<file path="src/rtl/cpu_controller.sv">
// -----------------------------------------------------------------------------
// cpu_controller
//
// Control stage for the 16-bit CPU datapath. It holds the instruction register
// (IR), decodes its fields and runs a Moore FSM. The FSM sequences the datapath
// enables so that one instruction executes per start pulse.
//
// Handshake: w=1 only in WAIT. On a rising edge in WAIT, load=1 captures `in`
// into IR and s=1 starts execution. Both strobes are ignored in every other
// state. When load and s are high on the same edge, the new IR is the one
// decoded.
//
// Ports
//   clk, reset        rising-edge clock; synchronous active-high reset
//   in[15:0]          instruction word, captured when load=1 in WAIT
//   load, s           IR load strobe / start strobe
//   w                 1 = idle in WAIT
//   r_addr, w_addr    register file read / write address
//   w_en, wb_sel      register file write enable / writeback source
//   en_A/B/C          datapath pipeline register loads
//   en_status         Z/N/V status load
//   sel_A, sel_B      ALU A forced to zero / ALU B taken from sximm5
//   ALU_op, shift_op  ALU operation / shifter operation (IR[4:3])
//   sximm8, sximm5    sign-extended IR[7:0] / IR[4:0]
// -----------------------------------------------------------------------------
module cpu_controller (
  input  logic        clk,
  input  logic        reset,
  input  logic [15:0] in,
  input  logic        load,
  input  logic        s,
  output logic        w,
  output logic [2:0]  r_addr,
  output logic [2:0]  w_addr,
  output logic        w_en,
  output logic [1:0]  wb_sel,
  output logic        en_A,
  output logic        en_B,
  output logic        en_C,
  output logic        en_status,
  output logic        sel_A,
  output logic        sel_B,
  output logic [1:0]  ALU_op,
  output logic [1:0]  shift_op,
  output logic [15:0] sximm8,
  output logic [15:0] sximm5
);

  typedef enum logic [2:0] {
    S_WAIT      = 3'd0,
    S_DECODE    = 3'd1,
    S_WRITE_IMM = 3'd2,
    S_GET_A     = 3'd3,
    S_GET_B     = 3'd4,
    S_COMPUTE   = 3'd5,
    S_WRITE_REG = 3'd6
  } state_e;

  state_e      state_q, state_d;
  logic [15:0] ir_q, ir_d;

  // IR field decode
  logic [2:0] opcode, rn, rd, rm;
  logic [1:0] op;
  logic       is_mov_imm, is_mov_reg, is_mvn, is_alu3, is_cmp;

  assign opcode = ir_q[15:13];
  assign op     = ir_q[12:11];
  assign rn     = ir_q[10:8];
  assign rd     = ir_q[7:5];
  assign rm     = ir_q[2:0];

  assign is_mov_imm = (opcode == 3'b110) && (op == 2'b10);
  assign is_mov_reg = (opcode == 3'b110) && (op == 2'b00);
  assign is_mvn     = (opcode == 3'b101) && (op == 2'b11);
  // ADD, CMP and AND read both Rn and Rm.
  assign is_alu3    = (opcode == 3'b101) && (op != 2'b11);
  assign is_cmp     = (opcode == 3'b101) && (op == 2'b01);

  assign shift_op = ir_q[4:3];
  assign sximm8   = {{8{ir_q[7]}}, ir_q[7:0]};
  assign sximm5   = {{11{ir_q[4]}}, ir_q[4:0]};

  // IR capture is only honoured while idle.
  always_comb begin
    ir_d = ir_q;
    if (state_q == S_WAIT && load) ir_d = in;
  end

  always_ff @(posedge clk) begin
    if (reset) begin
      state_q <= S_WAIT;
      ir_q    <= 16'h0000;
    end else begin
      state_q <= state_d;
      ir_q    <= ir_d;
    end
  end

  // Next state and Moore outputs
  always_comb begin
    state_d   = state_q;
    w         = 1'b0;
    r_addr    = 3'b000;
    w_addr    = 3'b000;
    w_en      = 1'b0;
    wb_sel    = 2'b00;
    en_A      = 1'b0;
    en_B      = 1'b0;
    en_C      = 1'b0;
    en_status = 1'b0;
    sel_A     = 1'b0;
    sel_B     = 1'b0;
    ALU_op    = 2'b00;
    unique case (state_q)
      S_WAIT: begin
        w = 1'b1;
        if (s) state_d = S_DECODE;
      end
      S_DECODE: begin
        if (is_mov_imm)                state_d = S_WRITE_IMM;
        else if (is_alu3)              state_d = S_GET_A;
        else if (is_mov_reg || is_mvn) state_d = S_GET_B;
        else                           state_d = S_WAIT;
      end
      S_WRITE_IMM: begin
        w_addr  = rn;
        wb_sel  = 2'b10;
        w_en    = 1'b1;
        state_d = S_WAIT;
      end
      S_GET_A: begin
        r_addr  = rn;
        en_A    = 1'b1;
        state_d = S_GET_B;
      end
      S_GET_B: begin
        r_addr  = rm;
        en_B    = 1'b1;
        state_d = S_COMPUTE;
      end
      S_COMPUTE: begin
        // MOV reg is an add with A forced to zero; MVN is not-B with A unused.
        sel_A  = is_mov_reg || is_mvn;
        ALU_op = is_mov_reg ? 2'b00 : op;
        if (is_cmp) begin
          en_status = 1'b1;
          state_d   = S_WAIT;
        end else begin
          en_C    = 1'b1;
          state_d = S_WRITE_REG;
        end
      end
      S_WRITE_REG: begin
        w_addr  = rd;
        wb_sel  = 2'b00;
        w_en    = 1'b1;
        state_d = S_WAIT;
      end
      default: state_d = S_WAIT;
    endcase
  end

endmodule
</file>
<file path="config.mk">
export PLATFORM = sky130hd
export DESIGN_NAME = cpu_controller
export DESIGN_NICKNAME = d
export VERILOG_FILES = /design/src/rtl/cpu_controller.sv
export SDC_FILE = /design/constraint.sdc
export NUM_CORES = 1
export LEC_CHECK = 0
export CAP_MARGIN = 10
export CORE_MARGIN = 5
export CORE_UTILIZATION = 40
export CTS_CLUSTER_DIAMETER = 200
export DETAILED_ROUTE_END_ITERATION = 12
export PLACE_DENSITY = 0.95
export SLEW_MARGIN = 30
export SYNTH_ARGS = -nofsm -noshare
export SYNTH_HDL_FRONTEND = slang
export SYNTH_SLANG_ARGS = --single-unit
</file>
<file path="constraint.sdc">
create_clock -name clk -period 3.98 [get_ports clk]
set_input_delay 1.194 -clock clk [delete_from_list [all_inputs] [get_ports clk]]
set_output_delay 1.194 -clock clk [all_outputs]
set_load 0.02 [all_outputs]
</file>
==> qor.yml <==
clocking:
  cts_tree: "done"
  cts_max_level: 1
  cts_buffers: 3
  cts_sinks: 19
  cts_resized: 0
  path_clk_slew_ns: 0.11
  cts-root-buf: "clkbuf_4"
  clkLatencyLatePin_ns: 0.30
  hold_buffers: 0
  cts_setup_buffers: 0
  clockBufferDepth: 2
status:
  run_status: "complete, no violations"
detailed_routing:
  wl_met1_um: 1240
  drt_pass1_iterations: 4
  top_layer: "met4"
  drtIter0Drc: 32
  viasPerCell: 4.920
  drc: 0
  detail_route.wl_per_cell_um: 13.19
  vias: 1102
  wl_met2_um: 1429
  dr_wl_met3_um: 273
  wl_um: 2954
  ant_nets: 0
global_route:
  grt_pass1_vias: 1029
  grt_pass1_wl_um: 4747
  track_usage_pct: 14.05
  overflow: 0
  grt_start_max_net_pins: 19
  antenna_found_initial: 0
timing:
  worst_pin_slew_ns: 0.8117
  min_period_over_period_pct: 88.36
  skew_ns: 0.006081
  period_needed_ns: 3.517
  setup_slack_ns: 0.4632
  rsz0062_at_grt: "no"
  max_freq_mhz: 284.4
  final_hold_viol_count: 0
  final_max_slew_viol_count: 0
  slew_headroom_pct: 45.66
  setup_viol_count_final: 0
  final.setup.tns_ns: 0
setup_path:
  critPathCaptureType: "primary output"
  cp_data_required_time_ns: 2.79
  worst_r2r_startpoint: "state_q[2]"
  r2r_end: "ir_q[15]"
  crit_path_start_kind: "flop"
  arrival_ns: 2.32
  r2r_setup_slack_ns: 2.20
  endpoint: "r_addr[1]"
  cp-startpoint: "state_q[2]"
  worstSetupPathType: "flop to primary output"
  path_max_fanout: 16
  reg2regPathDepth: 3
place:
  dp_slack_ns: 0.8060
  port_buffers: 69
  place_inst: 220
  dp_hpwl_um: 2304
  place.gp.congestion: 0.8771
logic_synthesis:
  async_flop_share_pct: 0
  ys_ff_latch: 19
  synth_area_leaders: "dfxtp_1 (31%), buf_4 (23%), nand2_1 (12%)"
  synth_top_cell_by_area: "dfxtp_1"
  yosysWarnings: 0
  synthesis.area_mm2: 0.001219
  syn_inst: 161
  synth_top_area_share_pct: 31.21
  synth_area_per_cell_um2: 7.569
  synth-edff-count: 0
  ys_seq_area_share_pct: 31.21
  synth_ff_type: "dfxtp_1"
  yosysUniqueCellTypes: 30
cells_and_area:
  layout_commonest_cell: "clkdlybuf4s50_1"
  stdcell_count: 224
  most-common-layout-cells: "clkdlybuf4s50_1 (69), nand2_1 (38), dfxtp_1 (19)"
  nFillCells: 284
  finalNetCount: 212
  diodes: 0
  syn2layout_area_growth_pct: 36.65
  layout-drive-gt1-share_pct: 3.141
die:
  die_x_um: 65.20
  std_cell_rows: 20
  start_util_pct: 40.92
  die_h_um: 65.20
  die_area_mm2: 0.004250
  coreArea_mm2: 0.002978
  boundaryPins: 72
job:
  max-cap-violations: 0
pwr:
  ir_worst_vdd_v: 0.0002217
  power_per_cell_area_mw_per_mm2: 265.6
  leakagePower_nw: 0.6064
worst_hold_path:
  hold_path.class: "flop to flop"
[routing by layer]
layer  track usage (%)  up-vias
met5                 0        -
met4             3.368        0
met3             5.812        2
met2             23.77       47
met1             16.41      497
li1                  -      556
[area by class of cell]
cell class,count,area [um^2],area share (%)
clock buffer,4,26.28,1.578
multi-input combinational,97,519.2,31.18
inverter,2,7.507,0.4508
tap,33,41.29,2.479
timing repair buffer,69,690.7,41.47
sequential,19,380.4,22.84
[critical path, stage by stage (launching register included)]
cell and delay [ns]:
dfxtp_1 0.72, nor3b_1 0.48, a22o_1 0.22, clkdlybuf4s50_1 0.61
[kinds of logic after synthesis]
kind of cell,synth area share (%)
muxes,2.464
AOI/OAI and AO/OA,13.76
buffers and inverters,26.49
other,0.3077
DFF,31.21
and+or+nand+nor,25.77
[state kept, by name (all words and copies together) (netlist names)]
signal / flops
ir_q: 16
state_q: 3
[Yosys cell counts, types with 2 or more instances]
cell type and n:
mux2i_1 3, nand2_1 38, a311oi_1 2, clkbuf_1 2, a22o_1 3, dfxtp_1 19, and3b_1 2, nor2_1 11
buf_2 3, a21oi_1 18, nor3b_1 2, nand3b_1 2, buf_4 37, o21ai_1 2, nand2b_1 2
[report_power, final]
group | internal (W) | switching (W) | leakage (nW)
sequential | 0.000201 | 0.0000167 | 0.156
combinational | 0.0000654 | 0.0000617 | 0.436
clock | 0.0000391 | 0.0000582 | 0.0150
[stage by stage]
stage                     total power (W)  hold slack (ns)  instance area (um^2)  utilization [%]
after floorplan                 0.0003135           0.4483                  1222                -
after global placement          0.0003486           0.4675                  1639            55.04
after detailed placement        0.0003506           0.4769                  1639            55.04
after CTS                       0.0004481           0.4921                  1665            55.92
after global routing            0.0004685           0.5181                  1665            55.92
final                           0.0004423           0.4886                  1665            55.92
[how the worst min path moves through the flow]
stage / slack [ns] / startpoint / cells past startpoint / end
after floorplan: 0.45 / ir_q[10] / 2 / ir_q[10]
after global placement: 0.47 / ir_q[3] / 2 / ir_q[3]
after detailed placement: 0.48 / ir_q[3] / 2 / ir_q[3]
after CTS: 0.49 / ir_q[3] / 2 / ir_q[3]
after global routing: 0.52 / ir_q[8] / 2 / ir_q[8]
final: 0.49 / ir_q[5] / 2 / ir_q[5]
Note: power is estimated with default switching activity, not from simulation.
